### src/rtl/fpu_interco_pkg.sv
// Shared FPU interconnect widths and the unit response record.
// Width defaults here seed the parameters of the response-path blocks.
package fpu_interco_pkg;

    localparam int unsigned FPU_DATA_WIDTH    = 32;
    localparam int unsigned FPU_NB_ARGS       = 3;
    localparam int unsigned FPU_OPCODE_WIDTH  = 6;
    localparam int unsigned FPU_DSFLAGS_WIDTH = 15;
    localparam int unsigned FPU_USFLAGS_WIDTH = 5;

    // Packed layout {rdata, rflags}; the buffer stores responses in this order.
    typedef struct packed {
        logic [FPU_DATA_WIDTH-1:0]    rdata;
        logic [FPU_USFLAGS_WIDTH-1:0] rflags;
    } fpu_resp_t;

endpackage

### src/rtl/fpu_resp_fifo.sv
// Circular response store: head readable combinationally, push/pop take effect at the clock edge.
// A push while full is ignored unless a pop happens in the same cycle.
module fpu_resp_fifo #(
    parameter int unsigned DEPTH = 4,
    parameter int unsigned WIDTH = 37
) (
    input  logic                     clk,
    input  logic                     rst_n,
    input  logic                     push_i,
    input  logic [WIDTH-1:0]         data_i,
    input  logic                     pop_i,
    output logic [WIDTH-1:0]         data_o,
    output logic                     full_o,
    output logic                     empty_o,
    output logic [$clog2(DEPTH):0]   count_o
);
    localparam int unsigned PW = $clog2(DEPTH);

    logic [WIDTH-1:0] mem_q [DEPTH];
    logic [PW-1:0]    wptr_q, wptr_d;
    logic [PW-1:0]    rptr_q, rptr_d;
    logic [PW:0]      cnt_q, cnt_d;
    logic             do_push, do_pop;

    assign full_o  = (cnt_q == (PW+1)'(DEPTH));
    assign empty_o = (cnt_q == '0);
    assign count_o = cnt_q;
    assign data_o  = mem_q[rptr_q];

    assign do_pop  = pop_i && !empty_o;
    assign do_push = push_i && (!full_o || do_pop);

    always_comb begin
        wptr_d = wptr_q;
        rptr_d = rptr_q;
        cnt_d  = cnt_q;
        // Pointer width equals log2(DEPTH), so the increment wraps for free.
        if (do_push) wptr_d = wptr_q + 1'b1;
        if (do_pop)  rptr_d = rptr_q + 1'b1;
        if (do_push && !do_pop)      cnt_d = cnt_q + 1'b1;
        else if (!do_push && do_pop) cnt_d = cnt_q - 1'b1;
    end

    always_ff @(posedge clk) begin
        if (do_push) mem_q[wptr_q] <= data_i;
    end

    always_ff @(posedge clk or negedge rst_n) begin
        if (!rst_n) begin
            wptr_q <= '0;
            rptr_q <= '0;
            cnt_q  <= '0;
        end else begin
            wptr_q <= wptr_d;
            rptr_q <= rptr_d;
            cnt_q  <= cnt_d;
        end
    end

endmodule

### src/rtl/fpu_resp_buffer.sv
// Credit-limited request pass-through with an in-order response buffer and zero-latency bypass.
// Requests stall once DEPTH ops are outstanding; the unit cannot be stalled, so stray responses are dropped and flagged.
module fpu_resp_buffer
    import fpu_interco_pkg::*;
#(
    parameter int unsigned DATA_WIDTH    = FPU_DATA_WIDTH,
    parameter int unsigned NB_ARGS       = FPU_NB_ARGS,
    parameter int unsigned OPCODE_WIDTH  = FPU_OPCODE_WIDTH,
    parameter int unsigned DSFLAGS_WIDTH = FPU_DSFLAGS_WIDTH,
    parameter int unsigned USFLAGS_WIDTH = FPU_USFLAGS_WIDTH,
    parameter int unsigned DEPTH         = 4
) (
    input  logic                          clk,
    input  logic                          rst_n,
    input  logic                          slv_req_i,
    output logic                          slv_gnt_o,
    input  logic [NB_ARGS*DATA_WIDTH-1:0] slv_operands_i,
    input  logic [OPCODE_WIDTH-1:0]       slv_op_i,
    input  logic [DSFLAGS_WIDTH-1:0]      slv_flags_i,
    input  logic                          slv_rready_i,
    output logic                          slv_rvalid_o,
    output logic [DATA_WIDTH-1:0]         slv_rdata_o,
    output logic [USFLAGS_WIDTH-1:0]      slv_rflags_o,
    output logic                          mst_req_o,
    input  logic                          mst_gnt_i,
    output logic [NB_ARGS*DATA_WIDTH-1:0] mst_operands_o,
    output logic [OPCODE_WIDTH-1:0]       mst_op_o,
    output logic [DSFLAGS_WIDTH-1:0]      mst_flags_o,
    input  logic                          mst_rvalid_i,
    input  logic [DATA_WIDTH-1:0]         mst_rdata_i,
    input  logic [USFLAGS_WIDTH-1:0]      mst_rflags_i,
    output logic [$clog2(DEPTH):0]        inflight_o,
    output logic                          err_o
);
    localparam int unsigned IW = $clog2(DEPTH) + 1;
    localparam int unsigned RW = DATA_WIDTH + USFLAGS_WIDTH;

    logic [IW-1:0] inflight_q, inflight_d;
    logic          err_q, err_d;
    logic [IW-1:0] fifo_cnt;
    logic          fifo_full, fifo_empty, fifo_push, fifo_pop;
    logic [RW-1:0] fifo_dout, resp_sel;
    logic          can_issue, granted, handshake, rsp_ok;

    assign mst_operands_o = slv_operands_i;
    assign mst_op_o       = slv_op_i;
    assign mst_flags_o    = slv_flags_i;

    assign can_issue = (inflight_q < IW'(DEPTH));
    assign mst_req_o = slv_req_i && can_issue;
    assign slv_gnt_o = mst_gnt_i && can_issue;
    assign granted   = mst_req_o && mst_gnt_i;

    // Every outstanding op already holding a buffered answer means this response has no owner.
    assign fifo_pop  = !fifo_empty && slv_rready_i;
    assign rsp_ok    = mst_rvalid_i && (inflight_q != fifo_cnt) && !(fifo_full && !fifo_pop);
    assign fifo_push = rsp_ok && (!fifo_empty || !slv_rready_i);

    always_comb begin
        slv_rvalid_o = fifo_empty ? rsp_ok : 1'b1;
        resp_sel     = fifo_empty ? {mst_rdata_i, mst_rflags_i} : fifo_dout;
        if (!slv_rvalid_o) resp_sel = '0;
        {slv_rdata_o, slv_rflags_o} = resp_sel;
    end

    assign handshake = slv_rvalid_o && slv_rready_i;

    always_comb begin
        inflight_d = inflight_q;
        if (granted && !handshake)      inflight_d = inflight_q + 1'b1;
        else if (!granted && handshake) inflight_d = inflight_q - 1'b1;
        err_d = err_q || (mst_rvalid_i && !rsp_ok);
    end

    always_ff @(posedge clk or negedge rst_n) begin
        if (!rst_n) begin
            inflight_q <= '0;
            err_q      <= 1'b0;
        end else begin
            inflight_q <= inflight_d;
            err_q      <= err_d;
        end
    end

    assign inflight_o = inflight_q;
    assign err_o      = err_q;

    fpu_resp_fifo #(
        .DEPTH (DEPTH),
        .WIDTH (RW)
    ) u_fifo (
        .clk     (clk),
        .rst_n   (rst_n),
        .push_i  (fifo_push),
        .data_i  ({mst_rdata_i, mst_rflags_i}),
        .pop_i   (fifo_pop),
        .data_o  (fifo_dout),
        .full_o  (fifo_full),
        .empty_o (fifo_empty),
        .count_o (fifo_cnt)
    );

endmodule

### config.mk
export PLATFORM = sky130hd
export DESIGN_NAME = fpu_resp_buffer
export DESIGN_NICKNAME = d
export VERILOG_FILES = /design/src/rtl/fpu_interco_pkg.sv /design/src/rtl/fpu_resp_fifo.sv /design/src/rtl/fpu_resp_buffer.sv
export SDC_FILE = /design/constraint.sdc
export NUM_CORES = 1
export LEC_CHECK = 0
export ABC_CLOCK_PERIOD_IN_PS = 4100
export CAP_MARGIN = 0
export CORE_MARGIN = 3
export CORE_UTILIZATION = 35
export CTS_BUF_LIST = sky130_fd_sc_hd__clkbuf_8
export DETAILED_ROUTE_END_ITERATION = 7
export PLACE_DENSITY = 0.67
export SYNTH_ARGS = -nofsm -noshare
export SYNTH_HDL_FRONTEND = slang
export SYNTH_HIERARCHICAL = 1
export SYNTH_SLANG_ARGS = --single-unit
### constraint.sdc
create_clock -name clk -period 4.1 [get_ports clk]
set_input_delay 0.82 -clock clk [delete_from_list [all_inputs] [get_ports clk]]
set_output_delay 0.82 -clock clk [all_outputs]
set_load 0.02 [all_outputs]
**After elaboration in Yosys (flattened, before gate mapping)**

Memory sizes are Yosys's and may differ from the RTL's.
Cells that the tools add are included.

- Register bits after elaboration: 11
- Bits in writable memories: 148
- Output and inout port bits: 161
- Logic and storage cells: 56
- Memories kept: 1

- Add/sub/neg operators: 6
- $lt $le $gt $ge: 1
- Equality and inequality tests: 2
- Multiplexer cells: 9
- Reductions and logical operators: 32

Memories:

| name | words | width | rd ports | clocked after memory_dff | wr ports | RTL line | text |
|---|---|---|---|---|---|---|---|
| u_fifo.mem_q | 4 | 37 | 1 | 0 | 1 | fpu_resp_fifo.sv:19 | `logic [WIDTH-1:0] mem_q [DEPTH];` |

Operators with widths:

| operator | count |
|---|---|
| 37-bit 2-to-1 mux | 2 |
| 1-bit logical AND | 16 |
| 3-bit 2-to-1 mux | 4 |
| 1-bit logical NOT | 10 |
| 3-bit by 1-bit adder with 3-bit output (second input constant) | 2 |
| 3-bit by 1-bit subtractor with 3-bit output (second input constant) | 2 |
| 2-bit by 1-bit adder with 2-bit output (second input constant) | 2 |
| 2-bit nonzero test | 2 |
| 3-bit == test (second input constant) | 1 |
| 3-bit logical NOT | 1 |
| 1-bit logical OR | 3 |
| 3-bit < comparator (second input constant) | 1 |
| 1-bit 2-to-1 mux | 3 |
| 3-bit inequality test | 1 |

**Logic depth before layout (Yosys ltp)**

- Word-level depth: 13
- Gate-level depth with buffers: 13
- Depth with buffers taken out: 11

**Modules after synthesis**

Netlist, hierarchy kept.

Modules (own cells, without submodules):

| module | times used | cells each | area an instance (sq um) | seq. area each (sq um) |
|---|---|---|---|---|
| fpu_resp_fifo | 1 | 228 | 5753.0 | 4619.4 |
| fpu_resp_buffer | 1 | 274 | 2043.2 | 100.1 |

**Worst setup path before layout**

OpenSTA, ideal clock, no wires.

- Kind: in2reg
- Start point: input port slv_rready_i
- End point: memory u_fifo.mem_q[0][0] (enable)
- Setup time: 0.398 ns
- Arrival: 2.717 ns
- Data required time: 3.702 ns
- Setup slack: 0.986 ns
- Cell stages on the path: 6
- Cell sequence: nor2b_2 -> o21ai_2 -> clkbuf_1 -> a211oi_1 -> a21boi_2 -> and2_1

- Cells in the longest elaborated chain, start to end: 9

RTL lines:

| what | RTL line | text |
|---|---|---|
| start, declared | fpu_resp_buffer.sv:20 | `input logic slv_rready_i,` |
| 1-bit logical AND | fpu_resp_buffer.sv:55 | `assign fifo_pop = !fifo_empty && slv_rready_i;` |
| 1-bit logical NOT | fpu_resp_buffer.sv:56 | `assign rsp_ok = mst_rvalid_i && (inflight_q != fifo_cnt) && !(fifo_full && !fifo_pop);` |
| 1-bit logical AND | fpu_resp_buffer.sv:56 |  |
| 1-bit logical NOT | fpu_resp_buffer.sv:56 |  |
| 1-bit logical AND | fpu_resp_buffer.sv:56 |  |
| 1-bit logical AND * | fpu_resp_buffer.sv:57 | `assign fifo_push = rsp_ok && (!fifo_empty \|\| !slv_rready_i);` |
| via fifo_push | fpu_resp_buffer.sv:41 | `logic fifo_full, fifo_empty, fifo_push, fifo_pop;` |
| 1-bit logical AND * | fpu_resp_fifo.sv:31 | `assign do_push = push_i && (!full_o \|\| do_pop);` |
| via u_fifo.do_push | fpu_resp_fifo.sv:23 | `logic do_push, do_pop;` |
| 1-bit 2-to-1 mux * | fpu_resp_fifo.sv:45 | `if (do_push) mem_q[wptr_q] <= data_i;` |
| 1-bit 2-to-1 mux (implied by the code) * | fpu_resp_fifo.sv:45 |  |
| end, declared | fpu_resp_fifo.sv:19 |  |

The timed path passes the listed nets; every way through them passes the cells marked *.

**Worst setup path in the final report**

- Start point: input port slv_rready_i
- End point: output port slv_rdata_o[22]

- Cells in the longest elaborated chain, start to end: 7

RTL lines:

| what | RTL line | text |
|---|---|---|
| 1-bit logical AND | fpu_resp_buffer.sv:55 |  |
| via fifo_pop | fpu_resp_buffer.sv:41 |  |
| 1-bit logical NOT | fpu_resp_buffer.sv:56 |  |
| 1-bit logical AND | fpu_resp_buffer.sv:56 |  |
| 1-bit logical NOT | fpu_resp_buffer.sv:56 |  |
| 1-bit logical AND | fpu_resp_buffer.sv:56 |  |
| 1-bit 2-to-1 mux | fpu_resp_buffer.sv:60 | `slv_rvalid_o = fifo_empty ? rsp_ok : 1'b1;` |
| 37-bit 2-to-1 mux | fpu_resp_buffer.sv:62 | `if (!slv_rvalid_o) resp_sel = '0;` |
| end, declared | fpu_resp_buffer.sv:22 | `output logic [DATA_WIDTH-1:0] slv_rdata_o,` |

The timed path passes the listed nets, and every way through them passes these cells.

==> reports/metrics.cfg <==
[pwr]
leakage_nw=2.85
vdd_drop_max_v=0.000415
power_density_nw_per_um2=782

[detailed_routing]
wl_met1_um=6210
num_vias=3954
drtPass1Iterations=4
drc=0
wire_per_inst_um=27.7
highest_layer=met5
met2_length_um=11100
wl_met3_um=3530
ant_nets=0
viasPerCell=5.12
drt_iter0_markers=257
routed_wirelength_um=21400

[logic_synthesis]
ys_seq_area_share_pct=60.5
yosysTopAreaCell=edfxtp_1
synthSimpleGateAreaFrac_pct=3.34
synth_compound_area_share_pct=6.74
ys_types=33
synthTopCellsByArea=edfxtp_1 57%, buf_4 11%, mux4_2 11%
synth_edf_count=148
synth_fp_nets=670
synth-seq-cells=159
synth_warnings=6
synth_most_common_cell=edfxtp_1
syn_area_um2=7800
syn_area_per_cell_um2=15.5
synth-xor-area-share_pct=1.35
yosys.area_share.adder_pct=1.48
synth_top_family_by_area=buffers and inverters
netlist.area_leader.share_pct=57.0
synthFlopType=edfxtp_1
postSynthCellCount=502
ys_top_cells_by_count=148 x edfxtp_1, 119 x buf_4, 44 x inv_1
yosys-mux-area-fraction_pct=11.1
async_reset_ff_share_pct=6.92

[floorplan]
ios=321
rows=53
start_util_pct=36.4
core_um2=21400
die_w_um=155
die_h_um=155
dieArea_um2=24100

[run]
max_cap_violations=0

[global_route]
grt_pass1_wl_um=29900
grt_usage_pct=17.4
grt_start_max_net_pins=34
grt_pass1_vias=4113
grt_overflow=0
antenna_found_initial=0

[clocking]
cts.repair.resized=0
post_cts_buffers=0
clkTransAtPathRegs_ns=0.08
numCtsBuffers=17
clkLatencyLatePin_ns=0.44
root_buffer=clkbuf_8
cts_sinks=159
cts_tree=yes
cts-htree-levels=4
clk_path_buf_depth=2
cts_hold_buf=0

[sta]
slew-limit-headroom_pct=56.5
finalCriticalPeriod_ns=3.72
fin_crit_sh_pct=90.7
tightestPinTransition_ns=0.653
drv_slew=0
hold_viol_final=0
setup_viol=0
finalSetupTns_ns=0
clock.fmax_mhz=269
rsz0062_at_grt=no
skew_ns=0.0199

[worst_setup_path]
cp_data_required_time_ns=3.28
r2r_cells=12
crit_top_cell=clkdlybuf4s50_1
cp_slowest_stage_delay_ns=0.67
worst-path-buf-inv=3
r2r-start=u_fifo/count_o[0]
cp-start-kind=input pin
cp_cell_sequence=clkdlybuf4s50_1 > nor2b_2 > o21ai_4 > buf_4 > o32ai_1 > clkdlybuf4s50_1
cp.depth=6
cp.arrival_ns=2.90
path_class=in2out
path_max_fanout=19
crit_family=buffers and inverters
cp_slowest_cell=clkdlybuf4s50_1
crit_start=slv_rready_i
end_kind=output pin

[min_path]
hold_path_depth=1
min_path_type=reg2reg
hp-start=err_o

[finish]
stdcell_count=772
drive_gt1_share_pct=24.9
final_nets=652
n_antenna_cell=0
area_growth_pct=9.18

[placement]
gp_congestion=0.830
port_buffers=86
dpl.hpwl_um=17000
placed_cells=740

[outcome]
status=complete, no violations

==> logic make-up (layout without fill, tap and decap cells) <==
logic type,Yosys count,after routing
flip-flops,159,159
AO/OA/AOI/OAI,43,43
adder cells (fa/ha/maj),8,8
buffers and inverters,186,181
multiplexers,40,40
AND/OR/NAND/NOR,54,54
XOR/XNOR,12,12
==> through the flow <==
step	hold WS (ns)	worst slack [ns]	total power [mW]	area, um^2	util, %
3_3_place_gp	0.513	0.458	5.63	8160	38.1
6_report	0.540	0.383	6.65	8510	39.7
2_1_floorplan	0.492	0.986	4.67	7800	-
3_5_place_dp	0.522	0.400	5.71	8160	38.1
4_1_cts	0.544	0.369	6.77	8510	39.7
5_1_grt	0.566	0.267	7.05	8510	39.7
==> layer usage <==
metal | vias to the layer above | global-route usage [%]
met2 | 227 | 29.7
met5 | - | 1.45
met1 | 2004 | 16.3
met4 | 2 | 5.59
met3 | 25 | 12.7
li1 | 1696 | -
==> sequential cells by signal, summed over array words and instances (netlist names) <==
register        count
u_fifo/wptr_q       2
err_o               1
u_fifo/rptr_q       2
u_fifo/mem_q      148
inflight_o          3
u_fifo/count_o      3
==> report_power, final <==
part | internal [mW] | switching, mW | total [mW]
combinational | 1.51 | 1.68 | 3.20
clock | 0.476 | 0.561 | 1.04
sequential | 2.21 | 0.206 | 2.42
total | 4.20 | 2.45 | 6.65
==> path summary, 6_finish.rpt <==
path                                           to  slack, ns
worst max-delay path              slv_rdata_o[22]       0.38
worst min-delay path                        err_o       0.54
worst max register to register  u_fifo/count_o[2]       1.16
worst min register to register              err_o       0.54
max in group asynchronous        u_fifo/rptr_q[0]       2.99
min in group asynchronous                   err_o       0.72
==> placed cells by master (no fill, tap or decap), drive strengths merged <==
cell type	instances
a211o	1
a211oi	1
a21boi	1
and2	5
and2b	2
buf	19
bufinv	1
clkbuf	17
clkdlybuf4s50	86
clkinv	3
clkinvlp	4
dfrtp	11
edfxtp	148
fa	2
ha	6
inv	51
mux2	3
mux4	37
nand2	37
nand2b	1
nand3b	1
nor2	2
nor2b	1
nor3	2
nor3b	1
nor4b	1
o21ai	2
o31a	1
o32ai	37
or2	1
xnor2	5
xor2	7
==> cell type report <==
cell class | instances | area, um^2
repair buffers | 105 | 1030
multi-input cells | 157 | 1900
inverters | 44 | 165
fillers | 1960 | 12900
flip-flops and latches | 159 | 4720
clock buffers | 17 | 234
clock inverters | 15 | 121
well taps | 275 | 344
(Power assumes the default switching activity.)
